$ cat config.mk
export PLATFORM = sky130hd
export DESIGN_NAME = ltl_violation_logger
export DESIGN_NICKNAME = d
export VERILOG_FILES = /design/src/rtl/ltl_violation_logger.sv
export SDC_FILE = /design/constraint.sdc
export NUM_CORES = 1
export LEC_CHECK = 0
export ABC_AREA = 1
export ABC_CLOCK_PERIOD_IN_PS = 8400
export CAP_MARGIN = 20
export CORE_UTILIZATION = 57
export DETAILED_ROUTE_END_ITERATION = 7
export GPL_TIMING_DRIVEN = 0
export PLACE_DENSITY = 0.78
export SYNTH_ARGS = -nofsm -noshare
export SYNTH_HDL_FRONTEND = slang
export SYNTH_SLANG_ARGS = --single-unit
$ cat constraint.sdc
create_clock -name clk -period 8.4 [get_ports clk]
set_input_delay 1.68 -clock clk [delete_from_list [all_inputs] [get_ports clk]]
set_output_delay 1.68 -clock clk [all_outputs]
set_load 0.05 [all_outputs]
$ cat src/rtl/ltl_violation_logger.sv
// Rising-edge logger for one LTL monitor cluster: timestamps property firings,
// queues them in a first-word-fall-through FIFO and keeps sticky/overflow status.
module ltl_violation_logger #(
  parameter int          NUM_PROPS  = 10,
  parameter int          TS_WIDTH   = 32,
  parameter int          FIFO_DEPTH = 8,
  parameter logic [3:0]  CLUSTER_ID = 4'd3
) (
  input  logic                          clk,
  input  logic                          reset,
  input  logic                          run,
  input  logic [NUM_PROPS-1:0]          ltl_flags,
  output logic                          evt_valid,
  input  logic                          evt_ready,
  output logic [NUM_PROPS-1:0]          evt_prop_mask,
  output logic [TS_WIDTH-1:0]           evt_timestamp,
  output logic [3:0]                    evt_cluster,
  output logic                          evt_dropped,
  output logic [NUM_PROPS-1:0]          sticky_status,
  input  logic [NUM_PROPS-1:0]          sticky_clear,
  output logic                          overflow,
  input  logic                          overflow_clear,
  output logic [$clog2(FIFO_DEPTH):0]   fifo_count
);

  localparam int AW = $clog2(FIFO_DEPTH);
  localparam int CW = AW + 1;

  logic [TS_WIDTH-1:0]  counter_q, counter_d;
  logic [NUM_PROPS-1:0] prev_flags_q, prev_flags_d;
  logic                 drop_pending_q, drop_pending_d;
  logic [NUM_PROPS-1:0] sticky_q, sticky_d;
  logic                 overflow_q, overflow_d;
  logic [AW-1:0]        wr_ptr_q, wr_ptr_d;
  logic [AW-1:0]        rd_ptr_q, rd_ptr_d;
  logic [CW-1:0]        count_q, count_d;

  // Entry storage carries no reset; occupancy alone decides what is valid.
  logic [NUM_PROPS-1:0] mem_mask_q [FIFO_DEPTH];
  logic [TS_WIDTH-1:0]  mem_ts_q   [FIFO_DEPTH];
  logic                 mem_drop_q [FIFO_DEPTH];

  logic [NUM_PROPS-1:0] rise;
  logic                 push_req, full, pop, accept, drop;

  always_comb begin
    rise     = '0;
    push_req = 1'b0;
    full     = 1'b0;
    pop      = 1'b0;
    accept   = 1'b0;
    drop     = 1'b0;

    if (run) begin
      rise = ltl_flags & ~prev_flags_q;
    end
    push_req = (rise != '0);
    full     = (count_q == CW'(FIFO_DEPTH));
    pop      = evt_valid & evt_ready;
    // A pop in the same cycle frees the slot, so a full FIFO still accepts.
    accept   = push_req & (~full | pop);
    drop     = push_req & full & ~pop;
  end

  always_comb begin
    counter_d      = counter_q;
    prev_flags_d   = '0;
    drop_pending_d = drop_pending_q;
    sticky_d       = (sticky_q & ~sticky_clear) | rise;
    overflow_d     = (overflow_q & ~overflow_clear) | drop;
    wr_ptr_d       = wr_ptr_q;
    rd_ptr_d       = rd_ptr_q;
    count_d        = count_q + CW'(accept) - CW'(pop);

    if (run) begin
      counter_d    = counter_q + TS_WIDTH'(1);
      prev_flags_d = ltl_flags;
    end
    if (drop) begin
      drop_pending_d = 1'b1;
    end else if (accept) begin
      drop_pending_d = 1'b0;
    end
    if (accept) begin
      wr_ptr_d = wr_ptr_q + AW'(1);
    end
    if (pop) begin
      rd_ptr_d = rd_ptr_q + AW'(1);
    end
  end

  always_ff @(posedge clk) begin
    if (reset) begin
      counter_q      <= '0;
      prev_flags_q   <= '0;
      drop_pending_q <= 1'b0;
      sticky_q       <= '0;
      overflow_q     <= 1'b0;
      wr_ptr_q       <= '0;
      rd_ptr_q       <= '0;
      count_q        <= '0;
    end else begin
      counter_q      <= counter_d;
      prev_flags_q   <= prev_flags_d;
      drop_pending_q <= drop_pending_d;
      sticky_q       <= sticky_d;
      overflow_q     <= overflow_d;
      wr_ptr_q       <= wr_ptr_d;
      rd_ptr_q       <= rd_ptr_d;
      count_q        <= count_d;
    end
  end

  always_ff @(posedge clk) begin
    if (accept && !reset) begin
      mem_mask_q[wr_ptr_q] <= rise;
      mem_ts_q[wr_ptr_q]   <= counter_q;
      mem_drop_q[wr_ptr_q] <= drop_pending_q;
    end
  end

  // Head fields are masked when empty so they read zero out of reset.
  always_comb begin
    evt_valid     = (count_q != '0);
    evt_prop_mask = '0;
    evt_timestamp = '0;
    evt_dropped   = 1'b0;
    if (evt_valid) begin
      evt_prop_mask = mem_mask_q[rd_ptr_q];
      evt_timestamp = mem_ts_q[rd_ptr_q];
      evt_dropped   = mem_drop_q[rd_ptr_q];
    end
  end

  assign evt_cluster   = CLUSTER_ID;
  assign sticky_status = sticky_q;
  assign overflow      = overflow_q;
  assign fifo_count    = count_q;

endmodule

==> results of run 1 <==
==> state kept, by name (all words and copies together), names as in the netlist, named ones only <==
signal	count
mem_ts_q	256
mem_mask_q	80
counter_q	32
prev_flags_q	10
sticky_status	10
mem_drop_q	8
fifo_count	4
rd_ptr_q	3
wr_ptr_q	3
drop_pending_q	1
overflow	1
==> synth_stat cells, types with 4 or more instances <==
cell and n:
inv_1 83, o21ai_1 76, o21ai_0 153, nand2_1 109, inv_2 4, buf_6 9, nor2_1 350, buf_1 8
nor2_2 11, buf_2 14, xor2_1 5, edfxtp_1 344, ha_1 8, clkbuf_1 36, o22ai_1 43, buf_4 9
a21oi_1 27, mux2i_1 43, and3_1 4, nand4_1 9, nand3_1 27, nand3b_1 5, dfxtp_1 67, nor3_1 9
==> final cells by class <==
cell class | count | area [um^2]
well taps | 384 | 480
multi-input cells | 900 | 4470
inverters | 88 | 330
repair buffers | 94 | 1100
fillers | 2023 | 9100
flip-flops and latches | 411 | 11700
clock buffers | 49 | 1130
clock inverters | 22 | 135
plain buffers | 78 | 439
==> stage by stage <==
stage                     cell area, um^2  utilization (%)
after global placement              18200             62.9
after detailed placement            18500             64.1
final                               19800             68.5
after CTS                           19800             68.5
after floorplan                     16900                -
after global routing                19800             68.5
==> how the worst min path moves through the flow <==
| stage | cells past startpoint | endpoint |
|---|---|---|
| detailed placement | 2 | sticky_status[6]$_SDFF_PP0_ |
| floorplan | 1 | flip-flop |
| finish | 2 | sticky_status[9]$_SDFF_PP0_ |
| CTS | 2 | sticky_status[6]$_SDFF_PP0_ |
| global placement | 2 | sticky_status[7]$_SDFF_PP0_ |
| global route | 2 | sticky_status[9]$_SDFF_PP0_ |
==> layer usage <==
| metal | share of wire, % | vias to the layer above | global-route usage, % |
|---|---|---|---|
| met5 | 0 | - | 0 |
| met2 | 50 | 603 | 46.5 |
| met1 | 40 | 5693 | 36.7 |
| met3 | 7.8 | 84 | 4.24 |
| li1 | - | 5416 | - |
| met4 | 2.4 | 0 | 9.25 |
==> worst reg2reg max path: cells and delay by family, from the launching register on <==
family / cells / cell delay (ns)
simple gates: 5 / 2.32
buf+inv: 1 / 0.29
flops: 1 / 0.30
==> cells by family after synthesis <==
kind of cell,share of synthesized area [%]
buffers and inverters,4.57
adders and majority gates,0.713
and+or+nand+nor,13.1
AOI/OAI and AO/OA,9.34
xor gates and xnor gates,0.364
DFF,69.3
other,0.0446
muxes,2.56
==> power groups by stage <==
stage	registers (W)	logic, W	clock network (W)
final	0.00245	0.00234	0.00173
after global routing	0.00247	0.00248	0.00182
after CTS	0.00245	0.00233	0.00174
after detailed placement	0.00250	0.00231	0
after global placement	0.00251	0.00218	0
after floorplan	0.00253	0.00146	0
==> results.md, run 1 <==
- Status: finished, final reports clean
- Max-cap viol count: 0
- Clock skew: 0.0188 ns
- Syn. warnings: 0
- Slew Viols, Final: 0
- CP Cell Sequence: clkbuf_1 > inv_1 > clkbuf_1 > o21ai_1 > nor2_1 > clkdlybuf4s50_1
- Post-CTS resize count: 0
- Drt via density: 5.82
- Yosys top cell by area: edfxtp_1
- GPL Wtd Cong: 0.936
- Clock sinks: 411
- Static Leak: 7.02 nW
- Area contributors post-synth: edfxtp_1 61%, dfxtp_1 8.0%, nor2_1 7.8%
- Vias in the first global route: 11500
- Mapped cell area: 16800 um^2
- CTS max path bufs: 3
- Starting Density: 58.4%
- WL/cell: 20.5 um
- Remaining DRCs: 0
- EDFF count, synth: 344
- Layout cells sized above 1: 8.34%
- Routed WL: 41.4 mm
- Drt initial violations: 1315
- Initial antenna violation count: 0
- Cell total after placement: 1955
- Crit share post-route: 59.4%
- Crit path depth: 6
- Cell count after synthesis: 1475
- Critical path class: flip-flop to output port
- Most frequent cells in the layout: 344 x edfxtp_1, 342 x nor2_1, 153 x o21ai_0, 109 x nand2_1
- Async S/R FF share, synth: 0%
- Hold path startpoint: sticky_status[9]$_SDFF_PP0_
- First-pass GRT wire length: 63.7 mm
- DR vias: 11800
- Ys flop type: edfxtp_1
- Power Internal: 0.00410 W
- Hpwl dp: 27.2 mm
- Chip Height: 174 um
- N_diodes: 0
- Place WS: 3.11 ns
- Worst setup path end: evt_timestamp[10]
- FF+latch count, synth: 411
- Design Power: 0.00652 W
- Clock share of power: 26.5%
- Type of the tightest min-delay check: flip-flop to flip-flop
- Root buffer cell: clkbuf_16
- Postcts setup bufs: 0
- Reg-to-Reg End: mem_mask_q[3][2]$_DFFE_PP_
- Most used cell, CP: clkbuf_1
- Final worst setup slack: 3.41 ns
- Hold Violations, Final: 0
- Switch Pwr: 0.00242 W
- Synthesized area per cell: 11.4 um^2
- Initial DRT Pass Iterations: 5
- Core Region: 28900 um^2
- Unrepaired setup endpoints after global routing: false
- Layout Nets: 1647
- Synth top area share: 61.3%
- Peak VDD IR: 220 uV
- Worst Tran Pin Value: 0.905 ns
- Crit path DAT: 3.31 ns
- Logic pwr share: 35.9%
- Clock edge transition at the registers on the reported setup and hold paths: 0.07 ns
- CP bufs+invs: 4
- Crit path max-delay family: buffers and inverters
- Startpoint types: flip-flop
- FMAX: 0.200 GHz
- Die area: 30200 um^2
- Largest net degree at the start of global routing: 28
- Rel. slew slack: 39.4%
- Commonest non-fill, non-tap cell in the layout: edfxtp_1
- FF-to-FF Start: prev_flags_q[0]$_SDFF_PP0_
- Cell Count, Final, Fillers Out: 2026
- Sequential power share: 37.7%
- CTS tree: yes
- Critical path peak fanout: 10
- Syn-to-layout area delta: 17.3%
- Tmin final: 4.99 ns
- Total GRT Usage: 27.6%
- H-tree level count: 2
- Power Dens Cells: 330 nW/um^2
- Row cnt: 62
- Num CTS Buffers: 40
- CP max stage cell: clkdlybuf4s50_1
- Crit end category: output port
- Slowest stage delay, CP: 0.84 ns
- Hold Worst Slack: 0.465 ns
- Worst reg2reg path depth: 6
- Die span in x: 174 um
- Reg2Reg Setup Slack: 5.15 ns
- Global route overflow: 0
- Required @ worst endpoint: 6.72 ns
- Worst skew pair latency: 0.54 ns
- Io pins: 88
- Switching Share: 37.1%
- Synth unique cells: 39
- # port buffers: 83
- Sequential-to-total area share from yosys stat: 69.3%
- Post-CTS Hold Buffers: 0
- Final antenna-violating net count: 0
- Endpoints failing setup: 0
- Final setup TNS: 0 ns
No activity file was read; power rests on OpenSTA's default activity.
==> run 2: changes to the inputs <==
--- a/config.mk
+++ b/config.mk
@@ -6,9 +6,9 @@
 export NUM_CORES = 1
 export LEC_CHECK = 0
 export ABC_AREA = 1
-export ABC_CLOCK_PERIOD_IN_PS = 8400
+export ABC_CLOCK_PERIOD_IN_PS = 4500
 export CAP_MARGIN = 20
-export CORE_UTILIZATION = 57
+export CORE_UTILIZATION = 54
 export DETAILED_ROUTE_END_ITERATION = 7
 export GPL_TIMING_DRIVEN = 0
 export PLACE_DENSITY = 0.78
==> constraint.sdc (replaced) <==
create_clock -name clk -period 4.5 [get_ports clk]
set_input_delay 0.9 -clock clk [delete_from_list [all_inputs] [get_ports clk]]
set_output_delay 0.9 -clock clk [all_outputs]
set_load 0.05 [all_outputs]
==> results.md, run 2 (synthesized netlist as in run 1, its figures left out) <==
- Num CTS Buffers: 41 (+2.5%)
- Post-route cell area: 19900 um^2 (+0.65%)
- Switching Share: 36.7% (-0.35 points)
- Max-cap viol count: 0 (unchanged)
- Root buffer cell: clkbuf_16
- Crit share post-route: 92.2%
- Layout cells sized above 1: 8.62% (+0.27 points)
- Global route overflow: 0 (unchanged)
- CTS tree: yes
- Crit end category: output port
- WL/cell: 20.0 um (-2.2%)
- Initial antenna violation count: 1 (+1)
- N_diodes: 0 (unchanged)
- Most frequent cells in the layout: 344 x edfxtp_1, 342 x nor2_1, 153 x o21ai_0, 109 x nand2_1
- Hold Worst Slack: 0.464 ns (-0.000801 ns)
- First-pass GRT wire length: 63.7 mm (about the same)
- Biggest regs: mem_ts_q (256), mem_mask_q (80), counter_q (32)
- Status: finished, final reports clean
- Slew Viols, Final: 0 (unchanged)
- Required @ worst endpoint: 3.60 ns (-3.12 ns)
- Tmin final: 4.15 ns
- Remaining DRCs: 0 (unchanged)
- H-tree level count: 2 (unchanged)
- GPL Wtd Cong: 0.896 (-4.3%)
- Place WS: 0.104 ns (-3.00 ns)
- Final worst setup slack: 0.351 ns (-3.06 ns)
- Syn-to-layout area delta: 18.1%
- # fillers: 2228 (+10%)
- Critical path peak fanout: 10 (unchanged)
- Startpoint types: flip-flop
- Power Dens Cells: 619 nW/um^2 (+88%)
- FMAX: 0.241 GHz
- DR vias: 11800 (-0.33%)
- Crit path DAT: 3.25 ns (-0.06 ns)
- Clock skew: 0.0182 ns (-0.000674 ns)
- Drt initial violations: 1426 (+8.4%)
- Sequential power share: 37.2% (-0.5 points)
- Largest net degree at the start of global routing: 27 (-3.6%)
- Clock sinks: 411 (unchanged)
- Vias in the first global route: 11600 (+1.1%)
- Reg-to-Reg End: mem_mask_q[7][6]$_DFFE_PP_
- Area after DPL: 18500 um^2 (+0.27%)
- Chip Height: 179 um (+2.7%)
- Io pins: 88 (unchanged)
- Row cnt: 64 (+3.2%)
- Worst setup path end: evt_timestamp[10]
- Worst skew pair latency: 0.54 ns (about the same)
- Final setup TNS: 0 ns (unchanged)
- Cell total after placement: 1968 (+0.66%)
- Hold path startpoint: sticky_status[9]$_SDFF_PP0_
- Hold Violations, Final: 0 (unchanged)
- # port buffers: 83 (unchanged)
- Starting Density: 54.9% (-3.4 points)
- Initial DRT Pass Iterations: 5 (unchanged)
- Final antenna-violating net count: 0 (unchanged)
- Layout Nets: 1649 (+0.12%)
- Worst reg2reg path depth: 6 (unchanged)
- CTS max path bufs: 3 (unchanged)
- Endpoints failing setup: 0 (unchanged)
- Critical path class: flip-flop to output port
- Cell Count, Final, Fillers Out: 2044 (+0.89%)
- Logic pwr share: 35.4% (-0.5 points)
- Routed WL: 40.9 mm (-1.3%)
- Unrepaired setup endpoints after global routing: false
- Die span in x: 179 um (+2.7%)
- Biggest register: mem_ts_q
- Drt via density: 5.75 (-1.2%)
- Core Region: 30700 um^2 (+6.3%)
- Commonest non-fill, non-tap cell in the layout: edfxtp_1
- Clock edge transition at the registers on the reported setup and hold paths: 0.06 ns (about the same)
- Clock share of power: 27.4% (+0.9 points)
- Rel. slew slack: 44.6% (+5.2 points)
- Peak VDD IR: 505 uV (+130%)
- Postcts setup bufs: 0 (unchanged)
- Reg2Reg Setup Slack: 1.34 ns (-3.81 ns)
- Static Leak: 7.05 nW (+0.48%)
- Post-CTS Hold Buffers: 0 (unchanged)
- Type of the tightest min-delay check: flip-flop to flip-flop
- Post-CTS resize count: 0 (unchanged)
- Total GRT Usage: 26.5% (-1.1 points)
- Worst Tran Pin Value: 0.829 ns (-0.0767 ns)
- Hpwl dp: 27.1 mm (-0.19%)
- Switch Pwr: 0.00452 W (+87%)
- FF-to-FF Start: prev_flags_q[0]$_SDFF_PP0_
- Max FFs per register: 256 (unchanged)
- Die area: 31900 um^2 (+5.5%)
- Power Internal: 0.00779 W (+90%)
run 2: worst min path at each step:
stage                                  end  slack [ns]  cells after the start
6_report       sticky_status[9]$_SDFF_PP0_        0.46                      2
5_1_grt        sticky_status[2]$_SDFF_PP0_        0.48                      2
4_1_cts        sticky_status[2]$_SDFF_PP0_        0.47                      2
3_5_place_dp   sticky_status[2]$_SDFF_PP0_        0.46                      2
3_3_place_gp   sticky_status[7]$_SDFF_PP0_        0.45                      2
2_1_floorplan                    flip-flop        0.45                      1
run 2: through the flow:
stage | power, W | util [%]
after detailed placement | 0.00898 | 60.5
after global routing | 0.0128 | 64.8
after floorplan | 0.00744 | -
final | 0.0123 | 64.8
after global placement | 0.00877 | 59.3
after CTS | 0.0123 | 64.8
run 2: power groups by stage:
stage               clock network, W  logic [W]  registers [W]
finish                       0.00338    0.00436        0.00458
global route                 0.00355    0.00467        0.00460
CTS                          0.00340    0.00436        0.00457
detailed placement                 0    0.00433        0.00465
global placement                   0    0.00409        0.00468
floorplan                          0    0.00273        0.00472
run 2: layout make-up:
class                      count  area [um^2]  area share [%]
sequential                   411        11700            58.7
multi-input combinational    900         4470            22.5
clock buffer                  54         1180            5.93
timing repair buffer          95         1140            5.72
tap                          396          495            2.49
buffer                        78          439            2.21
inverter                      88          330            1.66
clock inverter                22          163           0.818
run 2: layer usage:
metal	vias up	GRT usage, %	share of wire (%)
met2	542	43.5	48
met4	0	9.22	2.7
li1	5419	-	-
met1	5707	36.4	41
met5	-	0	0
met3	89	3.39	7.9
run 2: worst max-delay path: stages, from the launching register on:
cell and delay, ns:
dfxtp_1 0.30, clkbuf_1 0.30, inv_1 0.35, clkbuf_1 0.54, o21ai_1 0.15, nor2_1 0.21, clkdlybuf4s50_1 0.86
